--- src/rtl/spi_ctrl_pkg.sv ---
// Shared types and constants for the SPI register-access controller.
// Packet layout is {op, addr, data}, MSB first.
package spi_ctrl_pkg;

  localparam int ADDR_WIDTH   = 14;
  localparam int DATA_WIDTH   = 24;
  localparam int PACKET_WIDTH = 2 + ADDR_WIDTH + DATA_WIDTH;

  localparam int OP_LSB   = ADDR_WIDTH + DATA_WIDTH;
  localparam int ADDR_LSB = DATA_WIDTH;
  localparam int DATA_LSB = 0;

  typedef enum logic [1:0] {
    OP_NOP       = 2'b00,
    OP_WRITE     = 2'b01,
    OP_READ      = 2'b10,
    OP_WRITE_INC = 2'b11
  } op_e;

  typedef enum logic [2:0] {
    ST_IDLE      = 3'd0,
    ST_DECODE    = 3'd1,
    ST_MEM_REQ   = 3'd2,
    ST_MEM_RDATA = 3'd3,
    ST_LOAD      = 3'd4
  } state_e;

endpackage

--- src/rtl/spi_reg_ctrl.sv ---
// Decodes packets from the SPI serdes into register-memory accesses and
// builds the response word the serdes shifts back out.
module spi_reg_ctrl #(
  parameter int ADDR_WIDTH   = spi_ctrl_pkg::ADDR_WIDTH,
  parameter int DATA_WIDTH   = spi_ctrl_pkg::DATA_WIDTH,
  parameter int PACKET_WIDTH = spi_ctrl_pkg::PACKET_WIDTH
) (
  input  logic                    clk,
  input  logic                    rst,
  input  logic [PACKET_WIDTH-1:0] rxData,
  input  logic                    dataReady,
  output logic [PACKET_WIDTH-1:0] txData,
  output logic                    load,
  output logic                    mem_req,
  output logic                    mem_we,
  output logic [ADDR_WIDTH-1:0]   mem_addr,
  output logic [DATA_WIDTH-1:0]   mem_wdata,
  input  logic                    mem_gnt,
  input  logic [DATA_WIDTH-1:0]   mem_rdata,
  output logic                    overrun,
  output logic [15:0]             pkt_count
);

  import spi_ctrl_pkg::*;

  localparam logic [ADDR_WIDTH-1:0] ADDR_ONE = 1;

  state_e                state, state_next;
  op_e                   op_q;
  logic [ADDR_WIDTH-1:0] addr_q;
  logic [DATA_WIDTH-1:0] data_q;
  logic [ADDR_WIDTH-1:0] ptr;
  logic                  accept;

  // A packet is only taken when the FSM can start on it next cycle
  assign accept  = dataReady && (state == ST_IDLE || state == ST_LOAD);
  assign load    = (state == ST_LOAD);
  assign mem_req = (state == ST_MEM_REQ);

  always_ff @(posedge clk or posedge rst) begin
    if (rst) state <= ST_IDLE;
    else     state <= state_next;
  end

  always_comb begin
    state_next = state;
    case (state)
      ST_IDLE:      if (dataReady) state_next = ST_DECODE;
      ST_DECODE:    state_next = (op_q == OP_NOP) ? ST_LOAD : ST_MEM_REQ;
      ST_MEM_REQ:   if (mem_gnt) state_next = mem_we ? ST_LOAD : ST_MEM_RDATA;
      ST_MEM_RDATA: state_next = ST_LOAD;
      ST_LOAD:      state_next = dataReady ? ST_DECODE : ST_IDLE;
      default:      state_next = ST_IDLE;
    endcase
  end

  always_ff @(posedge clk or posedge rst) begin
    if (rst) begin
      op_q      <= OP_NOP;
      addr_q    <= '0;
      data_q    <= '0;
      ptr       <= '0;
      txData    <= '0;
      mem_we    <= 1'b0;
      mem_addr  <= '0;
      mem_wdata <= '0;
      overrun   <= 1'b0;
      pkt_count <= '0;
    end else begin
      if (accept) begin
        op_q      <= op_e'(rxData[OP_LSB +: 2]);
        addr_q    <= rxData[ADDR_LSB +: ADDR_WIDTH];
        data_q    <= rxData[DATA_LSB +: DATA_WIDTH];
        pkt_count <= pkt_count + 16'd1;
      end
      if (dataReady && !accept) overrun <= 1'b1;

      // Memory-side outputs are fixed in DECODE so they hold for all of MEM_REQ
      case (state)
        ST_DECODE: begin
          case (op_q)
            OP_WRITE: begin
              mem_we    <= 1'b1;
              mem_addr  <= addr_q;
              mem_wdata <= data_q;
              ptr       <= addr_q + ADDR_ONE;
            end
            OP_READ: begin
              mem_we    <= 1'b0;
              mem_addr  <= addr_q;
              ptr       <= addr_q + ADDR_ONE;
            end
            OP_WRITE_INC: begin
              mem_we    <= 1'b1;
              mem_addr  <= ptr;
              mem_wdata <= data_q;
              ptr       <= ptr + ADDR_ONE;
            end
            default: txData <= {OP_NOP, {ADDR_WIDTH{1'b0}}, {(DATA_WIDTH-1){1'b0}}, overrun};
          endcase
        end
        ST_MEM_REQ:   if (mem_gnt && mem_we) txData <= {op_q, mem_addr, mem_wdata};
        ST_MEM_RDATA: txData <= {op_q, mem_addr, mem_rdata};
        default: ;
      endcase
    end
  end

endmodule

--- config.mk ---
export PLATFORM = sky130hd
export DESIGN_NAME = spi_reg_ctrl
export DESIGN_NICKNAME = d
export VERILOG_FILES = /design/src/rtl/spi_ctrl_pkg.sv /design/src/rtl/spi_reg_ctrl.sv
export SDC_FILE = /design/constraint.sdc
export NUM_CORES = 1
export LEC_CHECK = 0
export CORE_MARGIN = 2
export CORE_UTILIZATION = 52
export CTS_BUF_LIST = sky130_fd_sc_hd__clkbuf_4 sky130_fd_sc_hd__clkbuf_8
export CTS_CLUSTER_SIZE = 20
export DETAILED_ROUTE_END_ITERATION = 10
export HOLD_SLACK_MARGIN = 0.12
export PLACE_DENSITY_LB_ADDON = 0.12
export SYNTH_ARGS = -nofsm -noshare
export SYNTH_HDL_FRONTEND = slang
export SYNTH_SLANG_ARGS = --single-unit
--- constraint.sdc ---
create_clock -name clk -period 7 [get_ports clk]
set_input_delay 1.4 -clock clk [delete_from_list [all_inputs] [get_ports clk]]
set_output_delay 1.4 -clock clk [all_outputs]
set_load 0.03 [all_outputs]
==> run_results.csv, run 1 <==
group,metric,value,unit
final_layout,nFillCells,1012,
critical_path,crit_path_top_delay_cell,"nand2b_1",
timing,final_min_period_over_clock_period,59.2,%
pwr,power.density,475,nW/um^2
final_layout,seq_area,3830,um^2
route,avgRoutedWirePerCell,17.1,um
logic_synthesis,yosys.area.top_type,"dfrtp_1",
worst_hold_path,hold_path_end,"pkt_count[15]",
final_layout,drive_above_1_share,15.4,%
critical_path,critPathBufInv,1,
final_layout,layout_common_cells,"clkdlybuf4s50_1, dfrtp_1, nand2_1",
critical_path,reg2reg_from,"op_q[0]",
cts,cts_buffers,17,
route,vias,5261,
cts,clock_latency,0.45,ns
timing,fin_crit,4.14,ns
floorplanning,initial_core_util,52.8,%
timing,tightest_slew,1.19,ns
final_layout,diodes,0,
critical_path,start_kind,"flip-flop",
timing,setup_viol,0,
route,drc,0,
global_route,global_route.usage.met1,31.6,%
timing,finalHoldViolCount,0,
global_route,grt_pass1_wl,26.8,mm
final_layout,synthToLayoutAreaGrowth,30.8,%
timing,final-max-slew-violation-count,0,
floorplanning,die_h,120,um
critical_path,cp_cell_sequence,"nand2b_1 > nor2_1 > clkdlybuf4s50_1",
pwr,p_leak,3.82,nW
critical_path,critPathKind,"reg -> out",
route,drt-total-wl,16.3,mm
logic_synthesis,synth_cell_types,56,
final_layout,final_common_cell,"clkdlybuf4s50_1",
floorplanning,pin_count,166,
cts,cts_hold_buf,0,
cts,path_clk_slew,0.07,ns
run_status,status,"completed",
final_layout,fin_cells,953,
timing,max_freq,0.241,GHz
global_route,globalRouteMet3Util,7.13,%
critical_path,r2r_end,"txData[24]",
global_route,overflow,0,
worst_hold_path,hold_depth,1,
critical_path,cp_top_family,"simple AND/OR/NAND/NOR gates",
final_layout,fin_area,9080,um^2
timing,fin_setup_tns,0,ns
pwr,ir_drop,0.000229,V
final_layout,final_nets,835,
place,hpwl,11.2,mm
route,drt_iter0_markers,504,
critical_path,cp.arrival,2.74,ns
cts,clockBufferDepth,2,
place,postPlaceCellArea,8660,um^2
global_route,antenna_found_initial,0,
place,dpl.cell_count,922,
floorplanning,die_area,14300,um^2
cts,cts_resized,0,
critical_path,critPathMaxFanout,26,
critical_path,max_stage_delay,0.71,ns
flow_run,max_cap_viol_count,0,
logic_synthesis,yosysSeqAreaShare,55.2,%
critical_path,regToRegSetupSlack,4.01,ns
route,ant_nets,0,
timing,skew,0.0130,ns
cts,cts_setup_buffers,0,
place,io_buffers,165,
route,vias_per_cell,5.52,
logic_synthesis,synth_area_leaders,"dfrtp_1, mux2_2, mux2i_1, nand2_1, o31ai_1",
cts,cts_root_buffer,"clkbuf_8",
cts,htreeDepth,4,
critical_path,critPathRequiredTime,5.60,ns
logic_synthesis,ys.flop_type,"dfrtp_1",
logic_synthesis,synth_edf_count,0,
worst_hold_path,hp-start,"pkt_count[15]",
critical_path,end_kind,"output port",
logic_synthesis,async_reset_ff_share,100,%
logic_synthesis,syn_nets,688,
critical_path,r2r_cells,7,
global_route,grt_pass1_vias,5328,
floorplanning,coreArea,13100,um^2
place,routabilityCongestion,0.821,
final_layout,fin_util,69.1,%
timing,rsz0062_at_grt,"false",
global_route,grt_use_total,23.9,%
logic_synthesis,netlist_instances,618,
worst_hold_path,worst_hold_path_type,"reg -> reg",
logic_synthesis,netlist.area_leader.share,55.2,%
logic_synthesis,yosys_warnings,0,
cts,cts_sinks,153,
cts,cts_tree,"done",
logic_synthesis,avgSynthCellArea,11.2,um^2
timing,timing.hold.ws,0.467,ns
global_route,grt_util_met2,37.7,%
global_route,grt_max_degree,97,
floorplanning,fp.dieW,120,um
logic_synthesis,syn_area,6940,um^2
global_route,grt_busiest_layer,"met2",
route,drtPass1Iterations,7,
floorplanning,num_rows,42,
final_layout,multiInputGateArea,2890,um^2
logic_synthesis,ys_ff_latch,153,
timing,slew-limit-headroom,20.5,%
-- sequential cells by signal (all words and copies together) (netlist names) --
| name | count |
|---|---|
| addr_q | 14 |
| data_q | 24 |
| mem_addr | 14 |
| mem_wdata | 24 |
| mem_we | 1 |
| op_q | 2 |
| overrun | 1 |
| pkt_count | 16 |
| ptr | 14 |
| state | 3 |
| txData | 40 |
-- layout make-up --
cell class                      count  area share [%]
Sequential cell                   153            42.2
Multi-Input combinational cell    416            31.9
Timing Repair Buffer              169            18.5
Clock buffer                       22            3.27
Tap cell                          176            2.43
Clock inverter                      9            1.32
Inverter                            8           0.386
-- routing by layer --
metal	part of all wire, %	vias up
met5	0	-
met3	7.6	20
met2	47	199
li1	-	2456
met1	43	2586
met4	1.9	0
-- cells in the mapped netlist, types with 2 or more instances --
cell	count
dfrtp_1	153
nand2_1	90
mux2_2	65
nor2_1	36
mux2i_1	35
nand3_1	28
a21oi_1	26
o31ai_1	26
buf_2	21
clkbuf_1	16
o21ai_0	15
xnor2_1	11
inv_1	8
nand4_1	7
a31oi_1	6
and2_1	6
nor3_1	6
nand2b_1	5
o21ai_1	4
o22ai_1	4
xor2_1	4
nor3_2	3
o21ai_4	3
a21o_1	2
and3_1	2
buf_6	2
ha_1	2
nand3b_1	2
nor3b_1	2
or2_2	2
-- through the flow --
| stage | power [mW] | setup slack [ns] |
|---|---|---|
| global route | 4.57 | 2.69 |
| detailed placement | 3.63 | 3.04 |
| floorplan | 2.92 | 1.48 |
| finish | 4.31 | 2.86 |
| CTS | 4.33 | 2.84 |
| global placement | 3.54 | 3.17 |
-- cell families (layout without fill, tap and decap cells) --
| group | Yosys count | in the layout | synth area share (%) |
|---|---|---|---|
| and+or+nand+nor | 202 | 202 | 13.9 |
| DFF | 153 | 153 | 55.2 |
| AOI/OAI and AO/OA | 96 | 96 | 9.32 |
| muxes | 101 | 101 | 15.8 |
| adders and majority gates | 2 | 2 | 0.360 |
| buffers and inverters | 49 | 208 | 3.53 |
| xor gates and xnor gates | 15 | 15 | 1.89 |
-- where the power goes --
| group | switching [mW] | internal (mW) |
|---|---|---|
| clock network | 0.316 | 0.389 |
| logic | 1.13 | 0.869 |
| registers | 0.362 | 1.25 |
-- worst max path at each step --
| stage | cells after the start | endpoint | start | slack [ns] |
|---|---|---|---|---|
| 2_1_floorplan | 1 | addr_q[0] | rst | 1.48 |
| 3_5_place_dp | 6 | txData[24] | mem_gnt | 3.04 |
| 5_1_grt | 3 | mem_req | state[1] | 2.69 |
| 4_1_cts | 3 | mem_req | state[1] | 2.84 |
| 3_3_place_gp | 6 | txData[30] | mem_gnt | 3.17 |
| 6_report | 3 | mem_req | state[1] | 2.86 |
No activity file was read; power rests on OpenSTA's default activity.
==> run 2: changes to the inputs <==
--- a/config.mk
+++ b/config.mk
@@ -6,7 +6,7 @@
 export NUM_CORES = 1
 export LEC_CHECK = 0
 export CORE_MARGIN = 2
-export CORE_UTILIZATION = 52
+export CORE_UTILIZATION = 47
 export CTS_BUF_LIST = sky130_fd_sc_hd__clkbuf_4 sky130_fd_sc_hd__clkbuf_8
 export CTS_CLUSTER_SIZE = 20
 export DETAILED_ROUTE_END_ITERATION = 10
==> constraint.sdc (replaced) <==
create_clock -name clk -period 3.35 [get_ports clk]
set_input_delay 0.67 -clock clk [delete_from_list [all_inputs] [get_ports clk]]
set_output_delay 0.67 -clock clk [all_outputs]
set_load 0.03 [all_outputs]
==> run_results.csv, run 2 (same netlist as run 1, synthesis figures left out) <==
group,metric,value,unit
final_layout,final_nets,841,
critical_path,cp_top_family,"buffers and inverters",
final_layout,diodes,0,
final_layout,multiInputGateArea,2890,um^2
critical_path,r2r_cells,7,
cts,htreeDepth,4,
critical_path,max_stage_delay,0.73,ns
cts,cts_tree,"done",
floorplanning,die_h,126,um
critical_path,critPathRequiredTime,2.68,ns
critical_path,end_kind,"output port",
critical_path,crit_path_top_delay_cell,"clkdlybuf4s50_1",
route,ant_nets,0,
cts,cts_resized,0,
cts,clock_latency,0.45,ns
global_route,antenna_found_initial,0,
worst_hold_path,hold_depth,2,
route,vias_per_cell,5.44,
final_layout,seq_area,3830,um^2
final_layout,largest_reg_flops,40,
cts,path_clk_slew,0.08,ns
place,io_buffers,165,
cts,cts_sinks,153,
final_layout,nFillCells,1163,
floorplanning,fp.dieW,126,um
global_route,grt_use_total,21.8,%
cts,cts_hold_buf,0,
cts,cts_root_buffer,"clkbuf_8",
critical_path,critPathMaxFanout,12,
place,hpwl,11.4,mm
final_layout,drive_above_1_share,16.2,%
timing,max_freq,0.372,GHz
critical_path,start_kind,"flip-flop",
floorplanning,die_area,15800,um^2
floorplanning,initial_core_util,47.9,%
timing,skew,0.00939,ns
critical_path,regToRegSetupSlack,0.71,ns
route,routed-wl-met2,7.86,mm
final_layout,largest_registers,"txData: 40 flops, data_q: 24 flops, mem_wdata: 24 flops",
timing,slew-limit-headroom,42.2,%
route,drtPass1Iterations,5,
timing,tightest_slew,0.867,ns
place,routabilityCongestion,0.870,
route,wl_met1,7.20,mm
pwr,ir_drop,0.000517,V
route,routed-wl-met3,1.13,mm
pwr,p_total,9.04,mW
critical_path,cp.arrival,2.02,ns
route,drt-total-wl,16.4,mm
timing,rsz0062_at_grt,"false",
timing,finalHoldViolCount,0,
floorplanning,coreArea,14500,um^2
final_layout,layout_common_cells,"clkdlybuf4s50_1, dfrtp_1, nand2_1",
final_layout,final_common_cell,"clkdlybuf4s50_1",
cts,cts_buffers,17,
place,place_ws,0.730,ns
flow_run,max_cap_viol_count,0,
cts,clockBufferDepth,2,
critical_path,critPathKind,"reg -> out",
timing,fin_setup_tns,0,ns
timing,fin_crit,2.69,ns
route,drc,0,
timing,final-max-slew-violation-count,0,
critical_path,cp_cell_sequence,"nand2b_1 > nor2_1 > clkdlybuf4s50_1",
global_route,grt_pass1_vias,5289,
route,vias,5268,
global_route,grt_pass1_wl,27.3,mm
floorplanning,num_rows,44,
place,dpl.cell_count,936,
cts,cts_setup_buffers,0,
route,drt_iter0_markers,349,
route,avgRoutedWirePerCell,17.0,um
final_layout,synthToLayoutAreaGrowth,32.0,%
run_status,status,"completed",
floorplanning,pin_count,166,
global_route,overflow,0,
timing,setup_viol,0,
place,postPlaceCellArea,8750,um^2
pwr,p_leak,3.85,nW
final_layout,fin_area,9160,um^2
timing,setup_slack,0.660,ns
global_route,grt_max_degree,154,
critical_path,critPathBufInv,1,
worst_hold_path,worst_hold_path_type,"reg -> reg",
final_layout,fin_cells,968,
timing,final_min_period_over_clock_period,80.3,%
critical_path,cp.depth,3,
route,highest_layer,"met4",
final_layout,largest-register,"txData",
pwr,power.density,987,nW/um^2
==> run 2: cell count changes in the layout (fill, tap and decap cells not counted) <==
cell / change
clkinv_2: -3
buf_4: +3
clkinv_4: +2
buf_12: +3
clkinvlp_4: +3
bufinv_16: -1
==> run 2: layout make-up <==
class / instances / share of cell area [%]
timing repair buffer: 175 / 19.3
clock buffer: 22 / 3.24
tap: 184 / 2.51
sequential: 153 / 41.8
inverter: 8 / 0.369
multi-input combinational: 416 / 31.6
clock inverter: 10 / 1.27
==> run 2: worst paths after layout <==
check	endpoint	startpoint
max	mem_req	state[1]
min reg2reg	txData[35]	txData[35]
min in group asynchronous	txData[4]	rst
max reg2reg	ptr[12]	op_q[0]
max in group asynchronous	state[0]	rst
min	txData[35]	txData[35]
==> run 2: report_power, final <==
group,internal (mW),total (mW),switching (mW)
Clock,0.750,1.44,0.688
Combinational,1.87,4.33,2.45
Sequential,2.61,3.27,0.664
==> run 2: worst reg2reg max path, cell delays in order (launching register included) <==
cell,delay [ns]
dfrtp_1,0.51
and2_4,0.49
mux2_4,0.31
ha_1,0.35
nand3_2,0.20
o41a_1,0.45
o21ai_0,0.09
a22oi_1,0.10
==> run 2: routing by layer <==
| metal | vias up | GRT usage [%] |
|---|---|---|
| li1 | 2472 | - |
| met1 | 2609 | 29.3 |
| met2 | 166 | 34.1 |
| met3 | 21 | 6.46 |
| met4 | 0 | 7.39 |
| met5 | - | 0 |
==> run 2: metrics by stage <==
stage / hold slack (ns) / util (%)
after global placement: 0.453 / 60.4
final: 0.473 / 63.3
after floorplan: 0.468 / -
after global routing: 0.501 / 63.3
after CTS: 0.478 / 63.3
after detailed placement: 0.460 / 60.4
